===== config.mk =====
export PLATFORM = sky130hd
export DESIGN_NAME = instr_fetch_queue
export DESIGN_NICKNAME = d
export VERILOG_FILES = /design/src/rtl/instr_fetch_queue.sv
export SDC_FILE = /design/constraint.sdc
export NUM_CORES = 1
export LEC_CHECK = 0
export CAP_MARGIN = 25
export CORE_MARGIN = 2
export CORE_UTILIZATION = 56
export CTS_BUF_LIST = sky130_fd_sc_hd__clkbuf_8 sky130_fd_sc_hd__clkbuf_16
export DETAILED_ROUTE_END_ITERATION = 8
export PLACE_DENSITY_LB_ADDON = 0.25
export SYNTH_ARGS = -nofsm -noshare
export SYNTH_HDL_FRONTEND = slang
export SYNTH_SLANG_ARGS = --single-unit

===== constraint.sdc =====
create_clock -name clk -period 4.8 [get_ports clk]
set_input_delay 1.44 -clock clk [delete_from_list [all_inputs] [get_ports clk]]
set_output_delay 1.44 -clock clk [all_outputs]
set_load 0.01 [all_outputs]

===== src/rtl/instr_fetch_queue.sv =====
// instr_fetch_queue
//   Fetch stage for the single-cycle RISC-V core. It generates sequential
//   word PCs, issues reads to instruction memory over a valid/ready request
//   channel, collects the in-order responses into a DEPTH-entry queue, and
//   presents {instr, instr_pc} to the core with a valid/ready handshake.
//   A redirect flushes the queue, arranges for stale in-flight responses to
//   be discarded, and restarts fetch at the new (word-aligned) PC.
//
// Ports
//   clk, rst        clock; synchronous active-high reset
//   mem_req_*       request channel: valid/ready handshake, word address
//   mem_rsp_*       in-order read responses (valid + data)
//   instr_*         queue head to the core: valid/ready, instruction, its PC
//   redirect_*      one-cycle redirect pulse and new fetch target
//   busy            requests outstanding or discards still pending
module instr_fetch_queue #(
  parameter int unsigned           DATA_WIDTH = 32,
  parameter int unsigned           ADDR_WIDTH = 32,
  parameter int unsigned           DEPTH      = 4,
  parameter logic [ADDR_WIDTH-1:0] RESET_PC   = '0
) (
  input  logic                  clk,
  input  logic                  rst,
  output logic                  mem_req_valid,
  input  logic                  mem_req_ready,
  output logic [ADDR_WIDTH-1:0] mem_req_addr,
  input  logic                  mem_rsp_valid,
  input  logic [DATA_WIDTH-1:0] mem_rsp_data,
  output logic                  instr_valid,
  input  logic                  instr_ready,
  output logic [DATA_WIDTH-1:0] instr,
  output logic [ADDR_WIDTH-1:0] instr_pc,
  input  logic                  redirect_valid,
  input  logic [ADDR_WIDTH-1:0] redirect_pc,
  output logic                  busy
);

  localparam int unsigned PW = (DEPTH > 1) ? $clog2(DEPTH) : 1;
  localparam int unsigned CW = $clog2(DEPTH + 1);

  localparam logic [CW:0]           DEPTH_W  = (CW+1)'(DEPTH);
  localparam logic [ADDR_WIDTH-1:0] PC_STEP  = ADDR_WIDTH'(4);
  localparam logic [ADDR_WIDTH-1:0] ALIGN_MK = {{(ADDR_WIDTH-2){1'b1}}, 2'b00};

  // Queue storage (no reset needed: the head is gated by instr_valid)
  logic [DATA_WIDTH-1:0] data_q [DEPTH];
  logic [ADDR_WIDTH-1:0] pc_q   [DEPTH];

  logic [ADDR_WIDTH-1:0] fetch_pc_q, fetch_pc_d;
  logic [ADDR_WIDTH-1:0] rsp_pc_q,   rsp_pc_d;
  logic [PW-1:0]         wr_ptr_q,   wr_ptr_d;
  logic [PW-1:0]         rd_ptr_q,   rd_ptr_d;
  logic [CW-1:0]         count_q,    count_d;
  logic [CW-1:0]         outst_q,    outst_d;
  logic [CW-1:0]         drop_q,     drop_d;

  logic [CW:0]           used;
  logic                  req_fire;
  logic                  rsp_fire;
  logic                  push;
  logic                  pop;
  logic [ADDR_WIDTH-1:0] redirect_aligned;

  // Credit check: every queued entry and every in-flight request holds one
  // slot, so a returning response always has room.
  assign used          = {1'b0, count_q} + {1'b0, outst_q};
  assign mem_req_valid = !rst && (used < DEPTH_W);
  assign mem_req_addr  = fetch_pc_q;

  assign req_fire = mem_req_valid & mem_req_ready;
  // A response with nothing outstanding is a protocol error and is ignored.
  assign rsp_fire = mem_rsp_valid & (outst_q != '0);
  assign pop      = instr_valid & instr_ready;
  assign push     = rsp_fire & (drop_q == '0) & ~redirect_valid;

  assign redirect_aligned = redirect_pc & ALIGN_MK;

  assign instr_valid = (count_q != '0);
  assign instr       = instr_valid ? data_q[rd_ptr_q] : '0;
  assign instr_pc    = instr_valid ? pc_q[rd_ptr_q]   : '0;
  assign busy        = (outst_q != '0) | (drop_q != '0);

  always_comb begin
    fetch_pc_d = fetch_pc_q;
    rsp_pc_d   = rsp_pc_q;
    wr_ptr_d   = wr_ptr_q;
    rd_ptr_d   = rd_ptr_q;
    drop_d     = drop_q;
    outst_d    = outst_q + CW'(req_fire) - CW'(rsp_fire);
    count_d    = count_q + CW'(push) - CW'(pop);

    if (req_fire) fetch_pc_d = fetch_pc_q + PC_STEP;
    if (push) begin
      wr_ptr_d = wr_ptr_q + PW'(1);
      rsp_pc_d = rsp_pc_q + PC_STEP;
    end
    if (pop) rd_ptr_d = rd_ptr_q + PW'(1);
    if (rsp_fire && (drop_q != '0)) drop_d = drop_q - CW'(1);

    // Redirect overrides everything above. Every request still in flight
    // after this edge (including one accepted now) belongs to the old path.
    if (redirect_valid) begin
      fetch_pc_d = redirect_aligned;
      rsp_pc_d   = redirect_aligned;
      wr_ptr_d   = '0;
      rd_ptr_d   = '0;
      count_d    = '0;
      drop_d     = outst_d;
    end
  end

  always_ff @(posedge clk) begin
    if (rst) begin
      fetch_pc_q <= RESET_PC;
      rsp_pc_q   <= RESET_PC;
      wr_ptr_q   <= '0;
      rd_ptr_q   <= '0;
      count_q    <= '0;
      outst_q    <= '0;
      drop_q     <= '0;
    end else begin
      fetch_pc_q <= fetch_pc_d;
      rsp_pc_q   <= rsp_pc_d;
      wr_ptr_q   <= wr_ptr_d;
      rd_ptr_q   <= rd_ptr_d;
      count_q    <= count_d;
      outst_q    <= outst_d;
      drop_q     <= drop_d;
    end
  end

  always_ff @(posedge clk) begin
    if (push) begin
      data_q[wr_ptr_q] <= mem_rsp_data;
      pc_q[wr_ptr_q]   <= rsp_pc_q;
    end
  end

  a_rsp_needs_outstanding: assert property (
    @(posedge clk) disable iff (rst) mem_rsp_valid |-> (outst_q != '0)
  );

endmodule

== Yosys cells after proc, flatten, opt, wreduce, memory -nomap -nowiden ==
Memory sizes are Yosys's and may differ from the RTL's. A register that Yosys moved wholly into a read port is not among the register bits.
Cells that the tools add are included.

* Memories kept: 2
* Memory bits (read-only): 0
* Output and inout port bits: 99
* Bits in registers: 77
* Latch bits: 0
* RAM bits: 256
* Word-level logic and storage cells: 54
* Input bits: 70

* Multiply operators: 0
* Div/mod/pow operators: 0
* Muxes and demuxes: 14
* Shift-type cells: 0
* Magnitude comparators: 1
* Equality and inequality tests: 0
* Reductions and logical operators: 11
* Add/sub/neg operators: 10
* Bitwise operators: 7

{| class="wikitable"
|+ Memories
! name !! depth !! width !! rd ports !! clocked after Yosys merged registers in !! wr ports !! RTL line !! source
|-
| data_q || 4 || 32 || 1 || 1 || 1 || 46 || <nowiki>logic [DATA_WIDTH-1:0] data_q [DEPTH];</nowiki>
|-
| pc_q || 4 || 32 || 1 || 1 || 1 || 47 || <nowiki>logic [ADDR_WIDTH-1:0] pc_q [DEPTH];</nowiki>
|}

{| class="wikitable"
|+ Operators with widths
! operator !! count
|-
| $mux W32 || 6
|-
| $add A32 B3 Y32 const B || 2
|-
| $reduce_bool A3 Y1 || 3
|-
| $mux W2 || 4
|-
| $add A3 B1 Y3 || 2
|-
| $mux W3 || 2
|-
| $reduce_bool A2 Y1 || 3
|-
| $sub A3 B1 Y3 || 2
|-
| $and A1 B1 Y1 || 5
|-
| $add A2 B1 Y2 const B || 2
|-
| $add A3 B3 Y4 || 1
|-
| $lt A4 B3 Y1 const B || 1
|-
| $logic_not A3 Y1 || 1
|-
| $sub A3 B1 Y3 const B || 1
|-
| $logic_and A1 B1 Y1 || 2
|-
| $mux W1 || 2
|-
| $reduce_or A2 Y1 || 1
|-
| $logic_not A1 Y1 || 1
|-
| $not A1 Y1 || 1
|-
| $or A1 B1 Y1 || 1
|}

== Depth between registers and ports, before layout ==
* Depth after elaboration: 7
* Depth in mapped cells: 13
* Mapped depth without buffers: 13

== Worst setup path before layout ==
No wires, ideal clock.

* Path kind: input to register
* From: input redirect_valid
* To: memory data_q[0][0] (enable)
* Data required time: 4.374 ns
* Stages: 4
* Arrival: 3.646 ns
* Buffers on the path: 2
* Path slack: 0.727 ns
* Path through: clkbuf_1 clkbuf_1 nor3_1 and2_1

* Word-level cells in the longest chain between the ends: 4

{| class="wikitable"
|+ Ends and longest elaborated chain
! element !! RTL line !! source
|-
| from (decl) || 33 || <nowiki>input logic redirect_valid,</nowiki>
|-
| $not A1 Y1 || 74 || <nowiki>assign push = rsp_fire & (drop_q == '0) & ~redirect_valid;</nowiki>
|-
| $and A1 B1 Y1 || 74 ||
|-
| $mux W1 || 133 || <nowiki>if (push) begin</nowiki>
|-
| $mux W1 (implied by the code) || 134 || <nowiki>data_q[wr_ptr_q] <= mem_rsp_data;</nowiki>
|-
| to (decl) || 46 ||
|}

Every way passes these cells.

== Final worst setup path ==
* From: input rst
* To: output mem_req_valid

* Word-level cells in the longest chain between the ends: 2

{| class="wikitable"
|+ Ends and longest elaborated chain
! element !! RTL line !! source
|-
| from (decl) || 23 || <nowiki>input logic rst,</nowiki>
|-
| $logic_not A1 Y1 || 67 || <nowiki>assign mem_req_valid = !rst && (used < DEPTH_W);</nowiki>
|-
| $logic_and A1 B1 Y1 || 67 ||
|-
| to (decl) || 24 || <nowiki>output logic mem_req_valid,</nowiki>
|}

Every way passes these cells.

==> impl_metrics.csv <==
group,metric,value,unit
detailed_routing,drtPass1Iterations,5,
pwr,p_per_area,403,nW/um2
final_layout,diodes,0,
floorplan,core_area,24300,um2
final_layout,nets,1182,
synth,async_reset_ff_share,0,%
synth,synth_edf_count,248,
place,pre_cts_ws,498,ps
cts,post_cts_resized,0,
detailed_routing,viasPerCell,5.91,
grt,antenna_found_initial,0,
setup_path,r2r-start,"outst_q[1]$_SDFF_PP0_",
run,maxCapViolCount,0,
floorplan,start_util,57.0,%
final_layout,fin_cells,1441,
setup_path,rr_worst_depth,13,
synth,syn_avg_cell_area,14.7,um2
final_layout,fillers,1642,
cts,ctsHtreeMaxLevel,2,
floorplan,die_area,26000,um2
timing,maxSlewViolCount,0,
setup_path,critPathSlowestCell,"clkdlybuf4s50_1",
timing,worst_pin_slew,841,ps
timing,setup_ws,473,ps
setup_path,timing.rr.end,"drop_q[2]$_SDFFE_PP0P_",
setup_path,critPathCaptureType,"output port",
timing,fmax,231,MHz
cts,cts.sinks,323,
synth,ys_seq_area_share,64.6,%
setup_path,required,3360,ps
place,dp_hpwl,16900,um
grt,track_usage,21.9,%
timing,hold_viol_final,0,
final_layout,syn2layout_area_growth,21.8,%
grt,grt_pass1_wl,44700,um
setup_path,path_class,"in2out",
setup_path,critPathLaunch,"rst",
place,gp_congestion,0.926,
outcome,status,"finished, final reports clean",
timing,clock_skew,16.8,ps
place,numPortBuffers,162,
detailed_routing,wl_per_cell,19.5,um
pwr,ir_drop,0.242,mV
detailed_routing,drt_iter0_markers,548,
timing,finalCritPeriodShare,90.1,%
timing,layout_min_cycle_time,4330,ps
cts,cts_tree,"done",
floorplan,die_y,161,um
detailed_routing,wl,28100,um
setup_path,reg2reg_slack,1710,ps
min_path,whs_path_depth,0,
synth,yosysUniqueCellTypes,56,
grt,grt_max_degree,83,
setup_path,critPathMaxFanout,2,
synth,synth-seq-cells,323,
cts,cts_buffers,34,
min_path,hp-class,"reg2reg",
grt,grt_pass1_vias,8304,
pwr,leakage,5.53,nW
floorplan,rows,57,
detailed_routing,drc,0,
detailed_routing,drt.antenna.violating_nets,0,
min_path,hold_end,"pc_q[3][22]$_DFFE_PP_",
cts,clock_latency,500,ps
setup_path,arrival,2890,ps
floorplan,pin_count,169,
floorplan,die_x,161,um
setup_path,critPathMaxStageDelay,530,ps
grt,overflow,0,
timing,grt_setup_unrepaired,"false",
final_layout,drive_gt1_share,12.7,%
cts,postCtsSetupRepairBufs,0,
timing,setup_viol,0,
setup_path,crit_path_start_kind,"input port",
cts,clockBufferDepth,3,
synth,ys.flop_type,"edfxtp_1",
synth,synth_cells,942,
timing,slew_headroom,43.9,%
cts,clockRootBuffer,"clkbuf_16",
timing,fin_setup_tns,0,ps
synth,ys_warn_count,0,
detailed_routing,vias,8511,
min_path,min_from,"rsp_pc_q[22]$_SDFFE_PP0P_",
synth,netlist_area,13900,um2
setup_path,cp_cell_sequence,"clkdlybuf4s50_1 -> nor4_4 -> and2_1 -> clkdlybuf4s50_1",
place,dp.cells,1384,
cts,clk_pin_slew,60,ps
cts,cts_hold_buf,0,
setup_path,cp_common_cell,"clkdlybuf4s50_1",
-- area by class of cell --
class	count	area, um2	area share (%)
Inverter	46	173	1.02
Clock buffer	38	940	5.57
Tap cell	324	405	2.40
Timing Repair Buffer	176	1800	10.6
Clock inverter	19	143	0.845
Multi-Input combinational cell	515	4460	26.4
Sequential cell	323	8950	53.1
-- sequential cells by signal (all words and copies together), names as in the netlist, named ones only --
register	flops
data_q	128
pc_q	120
mem_req_addr	30
rsp_pc_q	30
count_q	3
drop_q	3
outst_q	3
rd_ptr_q	2
wr_ptr_q	2
-- metrics by stage --
| stage | power, W | instance area (um2) | hold WS [ps] | util [%] |
|---|---|---|---|---|
| after floorplan | 0.00391 | 13900 | 482 | - |
| after global placement | 0.00432 | 15800 | 511 | 64.9 |
| after detailed placement | 0.00435 | 15800 | 522 | 64.9 |
| after CTS | 0.00686 | 16900 | 535 | 69.4 |
| after global routing | 0.00707 | 16900 | 552 | 69.4 |
| final | 0.00680 | 16900 | 539 | 69.4 |
-- kinds of logic (layout without fill, tap and decap cells) --
| logic type | count (synthesis) | count (layout) | share of synthesized area [%] |
|---|---|---|---|
| buffers and inverters | 107 | 279 | 3.32 |
| other | 1 | 4 | 0.0271 |
| and+or+nand+nor | 261 | 261 | 11.2 |
| xor gates and xnor gates | 20 | 20 | 1.26 |
| muxes | 64 | 64 | 10.2 |
| adders and majority gates | 16 | 16 | 1.55 |
| AOI/OAI and AO/OA | 150 | 150 | 7.82 |
| DFF | 323 | 323 | 64.6 |
-- worst max-delay path by stage --
| stage | end | slack (ps) | cells past startpoint |
|---|---|---|---|
| after floorplan | data_q[0][0]$_DFFE_PP_ | 730 | 4 |
| after global placement | mem_req_valid | 490 | 4 |
| after detailed placement | mem_req_valid | 500 | 4 |
| after CTS | mem_req_valid | 490 | 4 |
| after global routing | mem_req_valid | 420 | 4 |
| final | mem_req_valid | 470 | 4 |
-- report_power, final --
| part | switching [W] | internal (W) |
|---|---|---|
| combinational | 0.000495 | 0.000500 |
| sequential | 0.000114 | 0.00318 |
| clock | 0.000999 | 0.00151 |
-- cell usage in the layout, fill, tap and decap left out, drive strengths merged, types with 13 or more instances in the layout --
| cell | instances |
|---|---|
| nor3 | 13 |
| ha | 14 |
| mux4 | 62 |
| o31a | 39 |
| and4 | 14 |
| nand3 | 19 |
| buf | 15 |
| nand4 | 24 |
| clkbuf | 38 |
| and2 | 75 |
| a21boi | 13 |
| nor4 | 30 |
| dfxtp | 75 |
| a21oi | 31 |
| clkdlybuf4s50 | 161 |
| edfxtp | 248 |
| nand2 | 27 |
| xnor2 | 13 |
| inv | 54 |
| nor2 | 23 |
-- Yosys cell counts (all sizes together), types with 8 or more instances --
cell / n / area, um2
a211oi: 11 / 82.6
a21boi: 13 / 97.6
a21oi: 31 / 155
a31oi: 11 / 68.8
and2: 75 / 469
and4: 14 / 123
buf: 19 / 129
clkbuf: 42 / 159
dfxtp: 75 / 1500
edfxtp: 248 / 7450
ha: 14 / 175
inv: 46 / 173
mux4: 62 / 1400
nand2: 27 / 101
nand3: 19 / 95.1
nand4: 24 / 156
nor2: 23 / 86.3
nor3: 13 / 65.1
nor4: 30 / 203
o21ai: 11 / 55.1
o31a: 39 / 342
o31ai: 9 / 67.6
or3: 8 / 50.1
xnor2: 13 / 114
-- worst max-delay path: cells and delay by family --
| family | cells | cell delay [ps] |
|---|---|---|
| buf+inv | 2 | 990 |
| simple gates | 2 | 450 |
-- layer usage --
layer	up-vias	wire [um]	GRT usage (%)
met5	-	0	0
met4	0	385	5.48
met3	34	1940	3.70
met2	330	13300	35.3
met1	4165	12400	31.6
li1	3982	-	-
Power figures use the tool's default switching activity.
